$ cat config.mk
export PLATFORM = sky130hd
export DESIGN_NAME = cmd_uart_responder_flat
export DESIGN_NICKNAME = d
export VERILOG_FILES = /design/src/rtl/cmd_link_pkg.sv /design/src/rtl/cmd_uart_responder_if.sv /design/src/rtl/uart_tx_core.sv /design/src/rtl/cmd_uart_responder.sv /design/src/flat_wrapper.sv
export SDC_FILE = /design/constraint.sdc
export NUM_CORES = 1
export LEC_CHECK = 0
export CORE_MARGIN = 2
export CORE_UTILIZATION = 60
export CTS_BUF_LIST = sky130_fd_sc_hd__clkbuf_16
export DETAILED_ROUTE_END_ITERATION = 12
export PLACE_DENSITY = 0.83
export SLEW_MARGIN = 10
export SYNTH_ARGS = -nofsm -noshare
export SYNTH_HDL_FRONTEND = slang
export SYNTH_SLANG_ARGS = --single-unit
$ cat constraint.sdc
create_clock -name clk -period 5.56 [get_ports clk]
set_clock_uncertainty 0.2 [all_clocks]
set_input_delay 1.39 -clock clk [delete_from_list [all_inputs] [get_ports clk]]
set_output_delay 1.39 -clock clk [all_outputs]
set_load 0.03 [all_outputs]
$ cat src/rtl/cmd_link_pkg.sv
//==============================================================================
// Module : cmd_link_pkg
// Brief  : Shared state encodings and link constants for the command UART.
// Rev    : 1.0  initial release
//==============================================================================
`default_nettype none

package cmd_link_pkg;

  typedef enum logic [1:0] {
    RX_IDLE  = 2'd0,
    RX_START = 2'd1,
    RX_DATA  = 2'd2,
    RX_STOP  = 2'd3
  } rx_state_t;

  typedef enum logic [0:0] {
    TX_IDLE = 1'b0,
    TX_XMIT = 1'b1
  } tx_state_t;

  typedef enum logic [0:0] {
    WAIT_HIGH = 1'b0,
    WAIT_LOW  = 1'b1
  } asm_state_t;

  localparam logic [7:0]  ACK_BYTE         = 8'hA5;
  localparam logic [7:0]  MOVE_DONE_BYTE   = 8'h5A;
  localparam int unsigned DEFAULT_BAUD_DIV = 2604;

endpackage

`default_nettype wire

$ cat src/rtl/cmd_uart_responder_if.sv
//==============================================================================
// Module : cmd_uart_responder_if
// Brief  : Command-processor side of the responder: command handshake and
//          response-byte transmit controls.
// Rev    : 1.0  initial release
//==============================================================================
`default_nettype none

interface cmd_uart_responder_if;
  import cmd_link_pkg::*;

  logic [15:0] cmd;
  logic        cmd_rdy;
  logic        clr_cmd_rdy;
  logic [7:0]  resp;
  logic        trmt;
  logic        tx_done;
  logic        frm_err;

  modport master (
    output clr_cmd_rdy, resp, trmt,
    input  cmd, cmd_rdy, tx_done, frm_err
  );

  modport slave (
    input  clr_cmd_rdy, resp, trmt,
    output cmd, cmd_rdy, tx_done, frm_err
  );

endinterface

`default_nettype wire

$ cat src/rtl/uart_tx_core.sv
//==============================================================================
// Module : uart_tx_core
// Brief  : 8N1 serializer; TX is bit 0 of a right-shifting frame register.
// Rev    : 1.0  initial release
//==============================================================================
`default_nettype none

module uart_tx_core
  import cmd_link_pkg::*;
#(
  parameter int unsigned BAUD_DIV = DEFAULT_BAUD_DIV
) (
  input  logic       clk,
  input  logic       rst,
  input  logic       trmt,
  input  logic [7:0] tx_data,
  output logic       TX,
  output logic       tx_done
);

  localparam int unsigned    CW        = $clog2(BAUD_DIV);
  localparam logic [CW-1:0]  BAUD_LAST = CW'(BAUD_DIV - 1);

  tx_state_t     state_q, state_d;
  logic [CW-1:0] baud_q, baud_d;
  logic [3:0]    bit_q, bit_d;
  logic [9:0]    shift_q, shift_d;
  logic          tx_done_q, tx_done_d;

  always_ff @(posedge clk) begin
    if (rst) begin
      state_q   <= TX_IDLE;
      baud_q    <= '0;
      bit_q     <= '0;
      shift_q   <= '1;
      tx_done_q <= 1'b0;
    end else begin
      state_q   <= state_d;
      baud_q    <= baud_d;
      bit_q     <= bit_d;
      shift_q   <= shift_d;
      tx_done_q <= tx_done_d;
    end
  end

  // Shifting in ones leaves the line idling high once the stop bit is out.
  always_comb begin
    state_d   = state_q;
    baud_d    = baud_q;
    bit_d     = bit_q;
    shift_d   = shift_q;
    tx_done_d = 1'b0;
    case (state_q)
      TX_IDLE: begin
        if (trmt) begin
          shift_d = {1'b1, tx_data, 1'b0};
          baud_d  = '0;
          bit_d   = '0;
          state_d = TX_XMIT;
        end
      end
      TX_XMIT: begin
        if (baud_q == BAUD_LAST) begin
          baud_d  = '0;
          shift_d = {1'b1, shift_q[9:1]};
          if (bit_q == 4'd9) begin
            tx_done_d = 1'b1;
            state_d   = TX_IDLE;
          end else begin
            bit_d = bit_q + 4'd1;
          end
        end else begin
          baud_d = baud_q + CW'(1);
        end
      end
      default: state_d = TX_IDLE;
    endcase
  end

  assign TX      = shift_q[0];
  assign tx_done = tx_done_q;

endmodule

`default_nettype wire

$ cat src/rtl/cmd_uart_responder.sv
//==============================================================================
// Module : cmd_uart_responder
// Brief  : Robot-side UART command link: RX deserializer + two-byte command
//          assembler, TX response serializer.
//          Optional macro RX_TIMEOUT_EN: inter-byte timeout in WAIT_LOW.
// Rev    : 1.0  initial release
//==============================================================================
`default_nettype none

module cmd_uart_responder
  import cmd_link_pkg::*;
#(
  parameter int unsigned BAUD_DIV = DEFAULT_BAUD_DIV
`ifdef RX_TIMEOUT_EN
  , parameter int unsigned TIMEOUT_BITS = 40
`endif
) (
  input  logic                 clk,
  input  logic                 rst,
  input  logic                 RX,
  output logic                 TX,
  cmd_uart_responder_if.slave  bus
);

  localparam int unsigned   CW        = $clog2(BAUD_DIV);
  localparam logic [CW-1:0] BAUD_LAST = CW'(BAUD_DIV - 1);
  localparam logic [CW-1:0] HALF_LAST = CW'(BAUD_DIV / 2 - 1);

  logic rx_meta_q, rx_sync_q, rx_prev_q;

  always_ff @(posedge clk) begin
    if (rst) begin
      rx_meta_q <= 1'b1;
      rx_sync_q <= 1'b1;
      rx_prev_q <= 1'b1;
    end else begin
      rx_meta_q <= RX;
      rx_sync_q <= rx_meta_q;
      rx_prev_q <= rx_sync_q;
    end
  end

  rx_state_t     rx_state_q, rx_state_d;
  logic [CW-1:0] rx_cnt_q, rx_cnt_d;
  logic [2:0]    rx_bit_q, rx_bit_d;
  logic [7:0]    rx_shift_q, rx_shift_d;
  logic          frm_err_q, frm_err_d;
  logic          byte_vld;

  always_ff @(posedge clk) begin
    if (rst) begin
      rx_state_q <= RX_IDLE;
      rx_cnt_q   <= '0;
      rx_bit_q   <= '0;
      rx_shift_q <= '0;
      frm_err_q  <= 1'b0;
    end else begin
      rx_state_q <= rx_state_d;
      rx_cnt_q   <= rx_cnt_d;
      rx_bit_q   <= rx_bit_d;
      rx_shift_q <= rx_shift_d;
      frm_err_q  <= frm_err_d;
    end
  end

  always_comb begin
    rx_state_d = rx_state_q;
    rx_cnt_d   = rx_cnt_q;
    rx_bit_d   = rx_bit_q;
    rx_shift_d = rx_shift_q;
    frm_err_d  = 1'b0;
    byte_vld   = 1'b0;
    case (rx_state_q)
      RX_IDLE: begin
        if (rx_prev_q && !rx_sync_q) begin
          rx_cnt_d   = '0;
          rx_state_d = RX_START;
        end
      end
      RX_START: begin
        // Mid-start-bit recheck rejects short glitches without any pulse.
        if (rx_cnt_q == HALF_LAST) begin
          rx_cnt_d   = '0;
          rx_bit_d   = '0;
          rx_state_d = rx_sync_q ? RX_IDLE : RX_DATA;
        end else begin
          rx_cnt_d = rx_cnt_q + CW'(1);
        end
      end
      RX_DATA: begin
        if (rx_cnt_q == BAUD_LAST) begin
          rx_cnt_d   = '0;
          rx_shift_d = {rx_sync_q, rx_shift_q[7:1]};
          rx_bit_d   = rx_bit_q + 3'd1;
          if (rx_bit_q == 3'd7) rx_state_d = RX_STOP;
        end else begin
          rx_cnt_d = rx_cnt_q + CW'(1);
        end
      end
      RX_STOP: begin
        if (rx_cnt_q == BAUD_LAST) begin
          rx_cnt_d   = '0;
          rx_state_d = RX_IDLE;
          byte_vld   = rx_sync_q;
          frm_err_d  = !rx_sync_q;
        end else begin
          rx_cnt_d = rx_cnt_q + CW'(1);
        end
      end
      default: rx_state_d = RX_IDLE;
    endcase
  end

  asm_state_t  asm_q, asm_d;
  logic [7:0]  high_q, high_d;
  logic [15:0] cmd_q, cmd_d;
  logic        cmd_rdy_q, cmd_rdy_d;

`ifdef RX_TIMEOUT_EN
  localparam int unsigned   TO_CLKS = TIMEOUT_BITS * BAUD_DIV;
  localparam int unsigned   TW      = $clog2(TO_CLKS);
  localparam logic [TW-1:0] TO_LAST = TW'(TO_CLKS - 1);

  logic [TW-1:0] to_cnt_q, to_cnt_d;
  logic          to_expire;

  always_ff @(posedge clk) begin
    if (rst) to_cnt_q <= '0;
    else     to_cnt_q <= to_cnt_d;
  end

  // Only idle line time in WAIT_LOW counts; a frame in flight freezes it.
  always_comb begin
    to_cnt_d  = to_cnt_q;
    to_expire = 1'b0;
    if (byte_vld || asm_q == WAIT_HIGH) begin
      to_cnt_d = '0;
    end else if (rx_state_q == RX_IDLE) begin
      if (to_cnt_q == TO_LAST) begin
        to_expire = 1'b1;
        to_cnt_d  = '0;
      end else begin
        to_cnt_d = to_cnt_q + TW'(1);
      end
    end
  end
`endif

  always_ff @(posedge clk) begin
    if (rst) begin
      asm_q     <= WAIT_HIGH;
      high_q    <= '0;
      cmd_q     <= '0;
      cmd_rdy_q <= 1'b0;
    end else begin
      asm_q     <= asm_d;
      high_q    <= high_d;
      cmd_q     <= cmd_d;
      cmd_rdy_q <= cmd_rdy_d;
    end
  end

  // Completion is evaluated after the clear so it overrides a coincident ack.
  always_comb begin
    asm_d     = asm_q;
    high_d    = high_q;
    cmd_d     = cmd_q;
    cmd_rdy_d = cmd_rdy_q && !bus.clr_cmd_rdy;
    if (frm_err_d) begin
      asm_d = WAIT_HIGH;
    end else if (byte_vld) begin
      if (asm_q == WAIT_HIGH) begin
        high_d    = rx_shift_q;
        cmd_rdy_d = 1'b0;
        asm_d     = WAIT_LOW;
      end else begin
        cmd_d     = {high_q, rx_shift_q};
        cmd_rdy_d = 1'b1;
        asm_d     = WAIT_HIGH;
      end
    end
`ifdef RX_TIMEOUT_EN
    else if (to_expire) begin
      asm_d = WAIT_HIGH;
    end
`endif
  end

  assign bus.cmd     = cmd_q;
  assign bus.cmd_rdy = cmd_rdy_q;
  assign bus.frm_err = frm_err_q;

  uart_tx_core #(
    .BAUD_DIV (BAUD_DIV)
  ) u_tx (
    .clk     (clk),
    .rst     (rst),
    .trmt    (bus.trmt),
    .tx_data (bus.resp),
    .TX      (TX),
    .tx_done (bus.tx_done)
  );

endmodule

`default_nettype wire
$ cat src/flat_wrapper.sv
// flat-port wrapper written by rule: the top's interface ports become plain ports
module cmd_uart_responder_flat import cmd_link_pkg::*;
#(
  parameter int unsigned BAUD_DIV = DEFAULT_BAUD_DIV

)
  (clk, rst, RX, TX, bus_clr_cmd_rdy, bus_resp, bus_trmt, bus_cmd, bus_cmd_rdy, bus_tx_done, bus_frm_err);
  cmd_uart_responder_if bus_i ();
  input  logic clk;
  input  logic rst;
  input  logic RX;
  output logic TX;
  input wire logic [$bits(bus_i.clr_cmd_rdy)-1:0] bus_clr_cmd_rdy;
  input wire logic [$bits(bus_i.resp)-1:0] bus_resp;
  input wire logic [$bits(bus_i.trmt)-1:0] bus_trmt;
  output wire logic [$bits(bus_i.cmd)-1:0] bus_cmd;
  output wire logic [$bits(bus_i.cmd_rdy)-1:0] bus_cmd_rdy;
  output wire logic [$bits(bus_i.tx_done)-1:0] bus_tx_done;
  output wire logic [$bits(bus_i.frm_err)-1:0] bus_frm_err;
  assign bus_i.clr_cmd_rdy = bus_clr_cmd_rdy;
  assign bus_i.resp = bus_resp;
  assign bus_i.trmt = bus_trmt;
  assign bus_cmd = bus_i.cmd;
  assign bus_cmd_rdy = bus_i.cmd_rdy;
  assign bus_tx_done = bus_i.tx_done;
  assign bus_frm_err = bus_i.frm_err;
  cmd_uart_responder #(.BAUD_DIV(BAUD_DIV)) u_core (.clk(clk), .rst(rst), .RX(RX), .TX(TX), .bus(bus_i));
endmodule
==> metrics.md <==
| Metric | Value |
|---|---|
| Hold WC Path Type | flip-flop to flip-flop |
| Max Slew Vio Count | 0 |
| Setup CP Type | flip-flop to primary output |
| Leakage Power | approximately 1.4 nW |
| Synth cell types | 54 |
| Placed instance count | 518 |
| Min Tclk post-route | 2.949 ns |
| DRC | 0 |
| Initial antenna violation count | 0 |
| Layout Nets | 478 |
| Slowest-stage cell, CP | clkdlybuf4s50_1 |
| Post-synthesis sequential area ratio | ~44% |
| Filler cells | 470 |
| Total Wirelength | 7.488 mm |
| First-pass GRT wire length | 12.86 mm |
| Async set-reset flop share out of synthesis | 0% |
| Total of max-cap violations | 0 |
| Register area | 1642 µm² |
| Die width | 82.43 µm |
| Layout cells sized above 1 | just over 7% |
| Final hold vios | 0 |
| Overflow after GRT | 0 |
| CP max stage delay | 0.68 ns |
| Post-Layout Cell Count | ~530 |
| Die Ht | roughly 80 µm |
| Per-cell routed wire length | 14.02 µm |
| Vias per cell | 5.914 |
| Worst Path Required | 3.97 ns |
| CP Buf/Inv Count | 1 |
| Mapped cell area | 3691 µm² |
| Routability-driven placement congestion ratio | 0.7680 |
| GRT Total Usage | 24.60% |
| Antenna Nets Post-Route | 0 |
| Setup violations, final | 0 |
| Vias post-DR | between 3,000 and 4,000 |
| Post-synth EDFFs | 0 |
| Clock Path Buffers | 2 |
| Cell family with most CP delay | buffers and inverters |
| Fin crit share | 53.04% |
| # resized after CTS | 0 |
| PwrDens | 298.4 nW/µm² |
| HPWL Detailed | 4.951 mm |
| Worst Tran Pin Value | 0.8035 ns |
| Post-Syn Instances | 433 |
| Port Buffers | 32 |
| Syn. warnings | 0 |
| Area of the core | 5921 µm² |
| Initial core utilization | slightly above 60% |
| R2R setup slack | 2.75 ns |
| Mapped Nets | 457 |
| Die Footprint | 6795 µm² |
| RSZ-0062 raised after global routing | no |
| Maximum fanout along the worst path | 2 |
| Final instance area | 4304 µm² |
| Clock Tree Root | clkbuf_16 |
| Clock latency on the worst-skew pair | 0.33 ns |
| Crit-path cells | clkdlybuf4s50_1 |
| Slew Limit Headroom | 45.99% |
| Mapped Avg Cell Area | around 8.5 µm² |
| Postcts setup bufs | 0 |
| Clk sink count | a little over 80 |
| H-tree depth | 3 |
| Clock-pin slew on the worst setup and hold paths | 0.06 ns |
| Area delta synth->final | 16.61% |
| ANT cells | 0 |
| I/O pin cnt | 33 |
| CTS tree | yes |
| Synth Register Bits | 82 |
| Max VDD drop | 189.5 µV |
| Vias in the first global route | about 2,800 |
| Crit. End Element | primary output |
| DR pass1 iterations | 5 |
| Initial DRC Count | 222 |
| Post-synth top flop | dfxtp_1 |
| CTS Hold Bufs | 0 |
| Row cnt | 28 |
| Fin Setup TNS | 0 ns |
| Multi-input gate area | 1897 µm² |
| Cell Area, Placed | 3994 µm² |
| Total power | 1.284 mW |
| Highest achievable clock rate | around 0.34 GHz |
| Setup crit start kind | flip-flop |
| Largest net degree at the start of global routing | 63 |
| Status | finished clean |
| Arrival time worst endpoint | 1.36 ns |
| Clock buffer count from CTS | 9 |
## where the power goes
part	total [mW]	switching (mW)	internal (mW)
Combinational	0.0881	0.0546	0.0335
Clock	0.592	0.241	0.351
Sequential	0.604	0.00776	0.596
## kinds of logic after synthesis
family	after synthesis	synth area share, %
DFF	82	44.47
buffers and inverters	35	4.305
xor gates and xnor gates	5	1.186
muxes	13	3.593
adders and majority gates	11	3.729
AOI/OAI and AO/OA	95	16.71
and+or+nand+nor	192	26.00
## layout make-up
class	instances	share of cell area [%]
Clock inverter	7	1.831
Clock buffer	9	5.233
Timing Repair Buffer	33	7.500
Inverter	12	1.047
Tap cell	75	2.180
Sequential cell	82	38.14
Multi-Input combinational cell	316	44.07
## metal layers
layer	vias to the layer above	global-route usage, %	wire length [µm]
met5	-	0	0
met4	0	10.33	114
met3	11	5.761	341
met2	72	39.52	3598
met1	1496	31.73	3433
li1	1579	-	-
## synthesized netlist by cell type (2+ instances only)
| cell | number | area, µm² |
|---|---|---|
| nand2b_1 | 6 | 37.54 |
| ha_1 | 11 | 137.6 |
| a22oi_1 | 3 | 22.52 |
| nor3b_1 | 2 | 15.01 |
| a311oi_1 | 7 | 61.31 |
| buf_6 | 2 | 22.52 |
| nor2_1 | 39 | 146.4 |
| o21ai_0 | 16 | 80.08 |
| a31o_2 | 2 | 17.52 |
| dfxtp_1 | 82 | 1642 |
| or4bb_1 | 2 | 22.52 |
| a21oi_1 | 37 | 185.2 |
| mux2i_1 | 11 | 110.1 |
| xnor2_1 | 4 | 35.03 |
| or2_2 | 3 | 18.77 |
| a211oi_1 | 7 | 52.55 |
| a41oi_1 | 6 | 52.55 |
| a31oi_1 | 8 | 50.05 |
| nor3_1 | 10 | 50.05 |
| buf_4 | 3 | 22.52 |
| mux2_2 | 2 | 22.52 |
| and4_1 | 3 | 26.28 |
| o21a_1 | 2 | 15.01 |
| nand3b_1 | 5 | 37.54 |
| and2_1 | 9 | 56.30 |
| and3_1 | 2 | 12.51 |
| nand2_1 | 77 | 289.0 |
| nor2b_1 | 3 | 18.77 |
| clkbuf_1 | 17 | 63.81 |
| inv_1 | 11 | 41.29 |
| nand3_1 | 13 | 65.06 |
| nand4_1 | 6 | 37.54 |
## final timing paths
kind         depth (start not counted)           endpoint                from
max                                  1         bus_cmd[5]   u_core.bus.cmd[5]
min                                  1   u_core.rx_sync_q    u_core.rx_meta_q
max reg2reg                          6  u_core.bus.cmd[5]  u_core.rx_cnt_q[0]
min reg2reg                          1   u_core.rx_sync_q    u_core.rx_meta_q
## sequential cells by signal, indices dropped and copies added (netlist names), 3 cells and up, named ones only
signal / flops
u_core.bus.cmd: 16
u_core.high_q: 8
u_core.rx_bit_q: 3
u_core.rx_cnt_q: 12
u_core.rx_shift_q: 8
u_core.u_tx.baud_q: 12
u_core.u_tx.bit_q: 4
u_core.u_tx.shift_q: 9
## metrics by stage
stage          utilization, %  setup slack (ns)  hold WS, ns
3_5_place_dp            67.46             2.395       0.2013
3_3_place_gp            67.46             2.449       0.1916
6_report                72.70             2.611       0.2135
5_1_grt                 72.70             2.487       0.2445
2_1_floorplan               -             2.962       0.1895
4_1_cts                 72.59             2.611       0.2158
## cell usage in the layout (no fill, tap or decap), types with 5 or more instances in the layout
cell and n:
a211oi_1 7, a21oi_1 37, a311oi_1 7, a31oi_1 7, a41oi_1 6, and2_1 9, clkbuf_16 9, clkdlybuf4s50_1 31
dfxtp_1 82, ha_1 11, inv_1 11, mux2i_1 11, nand2_1 77, nand2b_1 6, nand3_1 13, nand3b_1 5
nand4_1 6, nor2_1 39, nor3_1 10, o21ai_0 16
## worst register-to-register path, stage by stage, from the launching register on
cell and delay [ns]:
dfxtp_1 0.41, ha_1 0.25, or4b_4 0.53, nor3_4 0.33
nand4_1 0.57, nand2_1 0.30, a21oi_1 0.09
Note: power is estimated with default switching activity, not from simulation.
